File: src/rtl/cacheline_mem_arbiter.sv
// rtl/cacheline_mem_arbiter.sv - shares one cacheline memory port between I-cache, D-cache and eviction write buffer
// Grants one client at a time; a D read never overtakes a queued writeback of the same line.
module cacheline_mem_arbiter #(
    parameter int LINE_W       = 256,
    parameter int ADDR_W       = 32,
    parameter int EWB_MAX_WAIT = 4
) (
    input  logic              clk,
    input  logic              rst_n,
    input  logic              i_read,
    input  logic [ADDR_W-1:0] i_addr,
    output logic [LINE_W-1:0] i_rdata,
    output logic              i_resp,
    input  logic              d_read,
    input  logic              d_write,
    input  logic [ADDR_W-1:0] d_addr,
    input  logic [LINE_W-1:0] d_wdata,
    output logic [LINE_W-1:0] d_rdata,
    output logic              d_resp,
    input  logic              ewb_write,
    input  logic [ADDR_W-1:0] ewb_addr,
    input  logic [LINE_W-1:0] ewb_wdata,
    output logic              ewb_resp,
    output logic              pmem_read,
    output logic              pmem_write,
    output logic [ADDR_W-1:0] pmem_addr,
    output logic [LINE_W-1:0] pmem_wdata,
    input  logic [LINE_W-1:0] pmem_rdata,
    input  logic              pmem_resp
);

    typedef enum logic [1:0] {IDLE, SERVE_I, SERVE_D, SERVE_EWB} state_t;

    localparam int               CNT_W    = $clog2(EWB_MAX_WAIT + 1);
    localparam logic [CNT_W-1:0] WAIT_MAX = CNT_W'(EWB_MAX_WAIT);

    state_t            state_q;
    state_t            grant_d;
    logic              last_d_q;
    logic [CNT_W-1:0]  ewb_wait_cnt_q;
    logic              pmem_read_q;
    logic              pmem_write_q;
    logic [ADDR_W-1:0] pmem_addr_q;
    logic [LINE_W-1:0] pmem_wdata_q;
    logic              d_req;

    assign d_req = d_read | d_write;

    // Only consulted while IDLE; the first matching rule wins.
    always_comb begin
        grant_d = IDLE;
        if (ewb_write && d_read && (d_addr == ewb_addr)) begin
            grant_d = SERVE_EWB;
        end else if (ewb_write && (ewb_wait_cnt_q == WAIT_MAX)) begin
            grant_d = SERVE_EWB;
        end else if (i_read && d_req) begin
            grant_d = last_d_q ? SERVE_I : SERVE_D;
        end else if (i_read) begin
            grant_d = SERVE_I;
        end else if (d_req) begin
            grant_d = SERVE_D;
        end else if (ewb_write) begin
            grant_d = SERVE_EWB;
        end
    end

    always_ff @(posedge clk or negedge rst_n) begin
        if (!rst_n) begin
            state_q        <= IDLE;
            last_d_q       <= 1'b0;
            ewb_wait_cnt_q <= '0;
            pmem_read_q    <= 1'b0;
            pmem_write_q   <= 1'b0;
            pmem_addr_q    <= '0;
            pmem_wdata_q   <= '0;
        end else begin
            case (state_q)
                IDLE: begin
                    state_q <= grant_d;
                    if ((grant_d == SERVE_I || grant_d == SERVE_D) && ewb_write &&
                        (ewb_wait_cnt_q != WAIT_MAX)) begin
                        ewb_wait_cnt_q <= ewb_wait_cnt_q + CNT_W'(1);
                    end
                    case (grant_d)
                        SERVE_I: begin
                            pmem_read_q <= 1'b1;
                            pmem_addr_q <= i_addr;
                        end
                        SERVE_D: begin
                            // Direction is frozen here so a mid-flight request change cannot flip it.
                            pmem_read_q  <= ~d_write;
                            pmem_write_q <= d_write;
                            pmem_addr_q  <= d_addr;
                            pmem_wdata_q <= d_write ? d_wdata : '0;
                        end
                        SERVE_EWB: begin
                            pmem_write_q <= 1'b1;
                            pmem_addr_q  <= ewb_addr;
                            pmem_wdata_q <= ewb_wdata;
                        end
                        default: ;
                    endcase
                end
                default: begin
                    if (pmem_resp) begin
                        state_q      <= IDLE;
                        pmem_read_q  <= 1'b0;
                        pmem_write_q <= 1'b0;
                        pmem_addr_q  <= '0;
                        pmem_wdata_q <= '0;
                        if (state_q == SERVE_I) begin
                            last_d_q <= 1'b0;
                        end else if (state_q == SERVE_D) begin
                            last_d_q <= 1'b1;
                        end else begin
                            ewb_wait_cnt_q <= '0;
                        end
                    end
                end
            endcase
        end
    end

    assign pmem_read  = pmem_read_q;
    assign pmem_write = pmem_write_q;
    assign pmem_addr  = pmem_addr_q;
    assign pmem_wdata = pmem_wdata_q;

    assign i_rdata  = pmem_rdata;
    assign d_rdata  = pmem_rdata;
    assign i_resp   = (state_q == SERVE_I)   && pmem_resp;
    assign d_resp   = (state_q == SERVE_D)   && pmem_resp;
    assign ewb_resp = (state_q == SERVE_EWB) && pmem_resp;

endmodule

File: config.mk
export PLATFORM = sky130hd
export DESIGN_NAME = cacheline_mem_arbiter
export DESIGN_NICKNAME = d
export VERILOG_FILES = /design/src/rtl/cacheline_mem_arbiter.sv
export SDC_FILE = /design/constraint.sdc
export NUM_CORES = 1
export LEC_CHECK = 0
export CAP_MARGIN = 10
export CORE_AREA = 10 10 642 644
export DETAILED_ROUTE_END_ITERATION = 10
export DIE_AREA = 0 0 652 654
export PLACE_DENSITY = 0.3
export SETUP_SLACK_MARGIN = 0.02
export SLEW_MARGIN = 15
export SYNTH_ARGS = -nofsm -noshare
export SYNTH_HDL_FRONTEND = slang
export SYNTH_SLANG_ARGS = --single-unit
File: constraint.sdc
create_clock -name clk -period 2.9 [get_ports clk]
set_input_delay 0.58 -clock clk [delete_from_list [all_inputs] [get_ports clk]]
set_output_delay 0.58 -clock clk [all_outputs]
set_load 0.005 [all_outputs]
Word level (Yosys, flattened, before mapping):

Cells that the tools add are included.

* $add $sub $neg: 1
* equal/unequal tests: 15
* multiplexer cells: 28
* bitwise gates (word level): 3
* reduce and logical (&&, ||, !) cells: 18

Operator list (number)
* 256-bit 2-to-1 mux: 3
* 256-bit case mux with 2 select lines: 1
* 32-bit case mux with 3 select lines: 1
* 32-bit 2-to-1 mux: 2
* 32-bit == test: 1
* 2-bit 2-to-1 mux: 9
* 3-bit 2-to-1 mux: 5
* 1-bit logical AND: 9
* 2-bit == test, second input constant: 4
* 3-bit != test, second input constant: 2
* 2-bit AND reduction: 3
* 1-bit 2-to-1 mux: 5
* 2-bit by 1-bit == test with 1-bit output, second input constant: 2
* 2-bit by 1-bit != test with 1-bit output, second input constant: 2
* 4-bit by 3-bit != test with 1-bit output, second input constant: 1
* 1-bit case mux with 2 select lines: 2
* 4-bit AND reduction: 1
* 2-bit nonzero test: 2
* 3-bit by 1-bit adder with 3-bit output, second input constant: 1
* 3-bit == test, second input constant: 1
* 3-bit by 2-bit != test with 1-bit output, second input constant: 1
* 3-bit AND reduction: 1
* 2-bit zero test: 1
* 2-bit != test, second input constant: 1
* other kinds (3): 4

* flip-flop bits (word level): 296
* input port bits: 871
* output and inout bits: 805
* word-level logic and storage cells: 72

Depth between registers and ports, before layout:

Gate-level depths: netlist of the first run.

* word-level depth: 12
* depth in mapped cells: 14
* mapped depth without buffers: 12

Worst setup path before layout of the first run:

No wires, ideal clock.

* path type: input port to flip-flop
* start: input port d_addr[4]
* end: register pmem_wdata_q[18], in the netlist pmem_wdata[18]
* setup time: 132 ps
* arrival: 2522 ps
* data required time: 2768 ps
* setup slack: 245 ps
* stages: 13
* path buffers: 3
* cell sequence: xor2_1 > nor4_1 > nand4_1 > nor3_2 > or2_1 > ha_1 > buf_2 > nor2_2 > a21o_1 > buf_4 > buf_2 > nand2_1 > o21ai_1

* cells in the longest elaborated chain, start to end: 6
* elaborated cells on any way between the ends: 9
* classes of those cells: eq/ne (4); mux (3); reduce/logical (2)

Ends and longest elaborated chain
* from (decl): line 16 `input logic [ADDR_W-1:0] d_addr,`
* 32-bit == test *: line 52 `if (ewb_write && d_read && (d_addr == ewb_addr)) begin`
* 1-bit logical AND *: line 52
* 2-bit 2-to-1 mux *: line 52
* 2-bit == test: line 84 `case (grant_d)`
* 256-bit case mux with 2 select lines or 3-bit by 2-bit != test with 1-bit output (tied branches)
* 256-bit 2-to-1 mux or 2-bit AND reduction (tied branches)
* to (signal assigned): line 94 `pmem_wdata_q <= d_write ? d_wdata : '0;`
* to (signal assigned): line 99 `pmem_wdata_q <= ewb_wdata;`
* to (decl): line 44 `logic [LINE_W-1:0] pmem_wdata_q;`

Every way passes the cells marked *; elsewhere a longest branch is shown, timed or not.
A chain may end at the register's enable or synchronous reset.

Worst setup path in the final report of the first run:

* start: input port ewb_addr[10]
* end: register pmem_wdata_q[98], in the netlist pmem_wdata[98]

* cells in the longest elaborated chain, start to end: 6
* elaborated cells on any way between the ends: 9
* classes of those cells: eq/ne (4); mux (3); reduce/logical (2)

Ends and longest elaborated chain
* from (decl): line 21 `input logic [ADDR_W-1:0] ewb_addr,`
* 32-bit == test *: line 52
* 1-bit logical AND *: line 52
* 2-bit 2-to-1 mux *: line 52
* 2-bit == test: line 84
* 256-bit case mux with 2 select lines or 3-bit by 2-bit != test with 1-bit output (tied branches)
* 256-bit 2-to-1 mux or 2-bit AND reduction (tied branches)

Marks and branches as above.

==> qor.log, run 1 <==
qor: status.outcome finished clean
qor: global_route.grt_start_max_net_pins 52
qor: cells_and_area.flow.area_growth_from_synthesis 93.8%
qor: synth.synth.largest_area_cell sky130_fd_sc_hd__dfrtp_1
qor: clocking.clk_pin_slew_worst_paths 0.07 ns
qor: cells_and_area.fraction_of_layout_cells_with_a_size_suffix_above_1 20.8%
qor: synth.syn_nets 2823
qor: critical_path.critical_path.cell_chain clkdlybuf4s50_1 > xnor2_4 > nand4_1 > nor3_4 > buf_6 > or2_4 > ha_4 > nor2b_4 > buf_12 > buf_12 > buf_12 > a22oi_2 > buf_4 > o21ai_1
qor: min_path.min-delay-start d_addr[27]
qor: power.power.static_leakage 11.8 nW
qor: placement.numPlacedInstances 7682
qor: timing.skew 0.0585 ns
qor: cells_and_area.finalInstanceArea 34000 sq um
qor: timing.timing.final.crit_period 2.89 ns
qor: routing.routedWlPerCell 29.3 um
qor: clocking.cts_tree done
qor: timing.worst_slew_pin_slew 0.710 ns
qor: critical_path.ff2ff_setup_slack 0.24 ns
qor: synth.synth-async-reset-ratio 100%
qor: placement.port_buffers 907
qor: synth.ys_dominant_reg_cell sky130_fd_sc_hd__dfrtp_1
qor: routing.route.detailed.drc 0
qor: floorplanning.dieArea 426000 sq um
qor: critical_path.crit_buf_inv 6
qor: placement.routabilityCongestion 0.860
qor: critical_path.worstRegToRegCells 14
qor: floorplanning.number_of_ports_placed_on_the_die_boundary 1676
qor: critical_path.worst_setup_path_start_kind input pin
qor: synth.post-synth-top-count-cell sky130_fd_sc_hd__buf_4
qor: placement.dpl_cell_area 30800 sq um
qor: critical_path.critical-path-top-delay-family buffers and inverters
qor: critical_path.critical_path.reg2reg.startpoint ewb_wait_cnt_q[0]
qor: synth.synthesis.yosys.warnings 0
qor: floorplanning.dieHeight 654 um
qor: synth.synth_area 17500 sq um
qor: placement.place_hpwl 205000 um
qor: timing.final_min_period_over_clock_period 99.7%
qor: global_route.grt.overflow.total 0
qor: critical_path.criticalPathCategory input pin to flop
qor: critical_path.critical_path.max_stage_delay 0.56 ns
qor: synth.ys_types 32
qor: synth.postSynthRegisterBits 296
qor: floorplanning.die_width 652 um
qor: clocking.cts_root_buffer sky130_fd_sc_hd__clkbuf_16
qor: routing.detail_route.vias_per_cell 2.20
qor: cells_and_area.final_cells 7796
qor: timing.slew_viol_final 0
qor: clocking.clock-sinks 296
qor: min_path.worstHoldPathCells 4
qor: synth.yosys-top-cells-count sky130_fd_sc_hd__buf_4 (523), sky130_fd_sc_hd__nand2_1 (298), sky130_fd_sc_hd__dfrtp_1 (296), sky130_fd_sc_hd__o21ai_1 (283), sky130_fd_sc_hd__a22oi_1 (256)
qor: timing.postLayoutSetupSlackWorst 0.00801 ns
qor: critical_path.critical-path-top-cell-by-count sky130_fd_sc_hd__buf_12
qor: global_route.via_count_of_the_first_global_routing_pass 18341
qor: min_path.timing.hold.worst.class input pin to flop
qor: synth.ys_seq_area_share 42.2%
qor: floorplanning.rows 232
qor: placement.pre_cts_ws -1.95 ns
qor: synth.yosys-top-cells-area sky130_fd_sc_hd__dfrtp_1 (42%), sky130_fd_sc_hd__buf_4 (22%), sky130_fd_sc_hd__a22oi_1 (11%)
qor: synth.synth_area_per_cell 9.02 sq um
qor: clocking.cts.htree.levels 2
qor: global_route.grt_antenna_before_repair 19
qor: critical_path.crit_path_max_fanout 21
qor: synth.synth_top_area_share 42.2%
qor: critical_path.crit_path_dat 3.41 ns
qor: synth.synthesis.instances 1944
qor: synth.post_synth_edffs 0
qor: power.power_per_cell_area 903 nW/um^2
qor: clocking.numCtsBuffers 44
qor: critical_path.cp_slowest_cell sky130_fd_sc_hd__clkdlybuf4s50_1
qor: critical_path.timing.critical_path.required 3.42 ns
qor: critical_path.timing.rr.end pmem_wdata[98]
qor: cells_and_area.utilization 8.53%
qor: global_route.overall_global_routing_resource_usage 10.0%
qor: routing.dr.first_iter.drc_count 779
qor: critical_path.setup.worst_path.end_class flop
qor: global_route.grt_pass1_wl 267000 um
qor: flow_run.timing.max_cap.violations 0
qor: clocking.cts.path.max_buffers 3
qor: timing.report.final.hold_viol_count 0
qor: cells_and_area.num-nets-final 3373
qor: routing.route.vias.total 17164
qor: floorplanning.starting_density 4.40%
qor: power.ir_drop 0.402 mV
qor: routing.wirelength 229000 um
qor: routing.detailedRoute.firstPassIterationCount 5
qor: routing.residual_antenna_violating_net_count_after_detailed_routing 0
qor: timing.rsz0062_at_grt true
qor: timing.max_freq 346 MHz
qor: min_path.holdPathEnd pmem_addr[27]
qor: clocking.clkLatencyLatePin 0.69 ns
qor: timing.maxSlewHeadroom 52.5%
qor: floorplanning.design.core.area 399000 sq um
qor: timing.report.final.setup_viol 0
[sequential cells by signal, indices dropped and copies added, names as in the netlist]
| name | count |
|---|---|
| pmem_addr | 32 |
| pmem_write | 1 |
| state_q | 2 |
| pmem_wdata | 256 |
| ewb_wait_cnt_q | 3 |
| last_d_q | 1 |
| pmem_read | 1 |
[layout by cell type, fill, tap and decap left out, drive strengths merged, types with 8 or more instances in the layout]
cell type / netlist / layout
nand2: 298 / 298
o21ai: 297 / 297
a22oi: 256 / 256
a22o: 34 / 34
dlymetal6s2s: 0 / 11
dlygate4sd2: 0 / 32
a21oi: 34 / 34
ha: 8 / 8
dfrtp: 296 / 296
clkdlybuf4s50: 0 / 812
clkbuf: 40 / 71
xor2: 31 / 31
inv: 6 / 12
buf: 605 / 276
[cell families (layout without fill, tap and decap cells)]
kind of cell               Yosys count  in the layout  share of synthesized area (%)
xor gates and xnor gates            32             32                           1.60
and+or+nand+nor                    328            328                           7.37
AOI/OAI and AO/OA                  629            629                           22.4
adders and majority gates            8              8                          0.571
other                                0              4                              0
DFF                                296            296                           42.2
buffers and inverters              651           1234                           25.8
[where the power goes]
part	switching, mW	total, mW	internal, mW
Clock	2.48	5.94	3.46
Combinational	10.2	17.4	7.25
Sequential	1.44	7.34	5.91
[layout make-up]
type | instances | area, sq um
Sequential cell | 296 | 7410
Inverter | 6 | 22.5
Fill cell | 46277 | 365000
Timing Repair Buffer | 1149 | 11800
Clock buffer | 57 | 1190
Antenna cell | 4 | 10.0
Clock inverter | 22 | 328
Multi-Input combinational cell | 997 | 6630
Tap cell | 5265 | 6590
[metrics by stage]
step                TNS [ns]  hold WS, ns  power (mW)
CTS                  -0.0313        0.182        31.3
global route          -0.546        0.263        33.2
finish                     0        0.285        30.7
detailed placement   -519.18        0.476        24.3
global placement     -511.99        0.470        24.2
floorplan                  0        0.284        11.4
[worst max-delay path by stage]
stage | from | end | slack [ns] | cells after the start
floorplan | d_addr[4] | pmem_wdata[18] | 0.25 | 13
global placement | ewb_addr[27] | pmem_wdata[107] | -1.93 | 14
detailed placement | ewb_addr[27] | pmem_wdata[107] | -1.95 | 14
CTS | d_addr[27] | pmem_wdata[172] | -0.03 | 16
global route | ewb_addr[27] | pmem_wdata[67] | -0.03 | 16
finish | ewb_addr[10] | pmem_wdata[98] | 0.008 | 14
[routing by layer]
metal	GRT usage [%]	share of wire [%]	vias up
met5	1.46	0.40	-
met4	2.85	3.2	16
met3	9.90	21	257
met2	16.4	47	1347
met1	8.34	29	8206
li1	-	-	7338
[tightest hold or removal path: cells and delay by family]
family,cells,cell delay (ns)
AO/OA/AOI/OAI,3,0.26
buffers and inverters,1,0.08
[what timing repair did]
action                                 CTS  global route
pin swaps                               21            30
endpoints found under the hold margin   45             0
gates resized for setup                170           144
setup endpoints to repair              293           283
buffers inserted                        11             6
gates cloned                             3            14
hold buffers                             1             0
No activity file was read; power rests on OpenSTA's default activity.
==> inputs of run 2 (changes only) <==
SLEW_MARGIN = 20   (was 15)
==> results of run 2 <==
The final DEF is identical to that of run 1; final timing and power are the same.
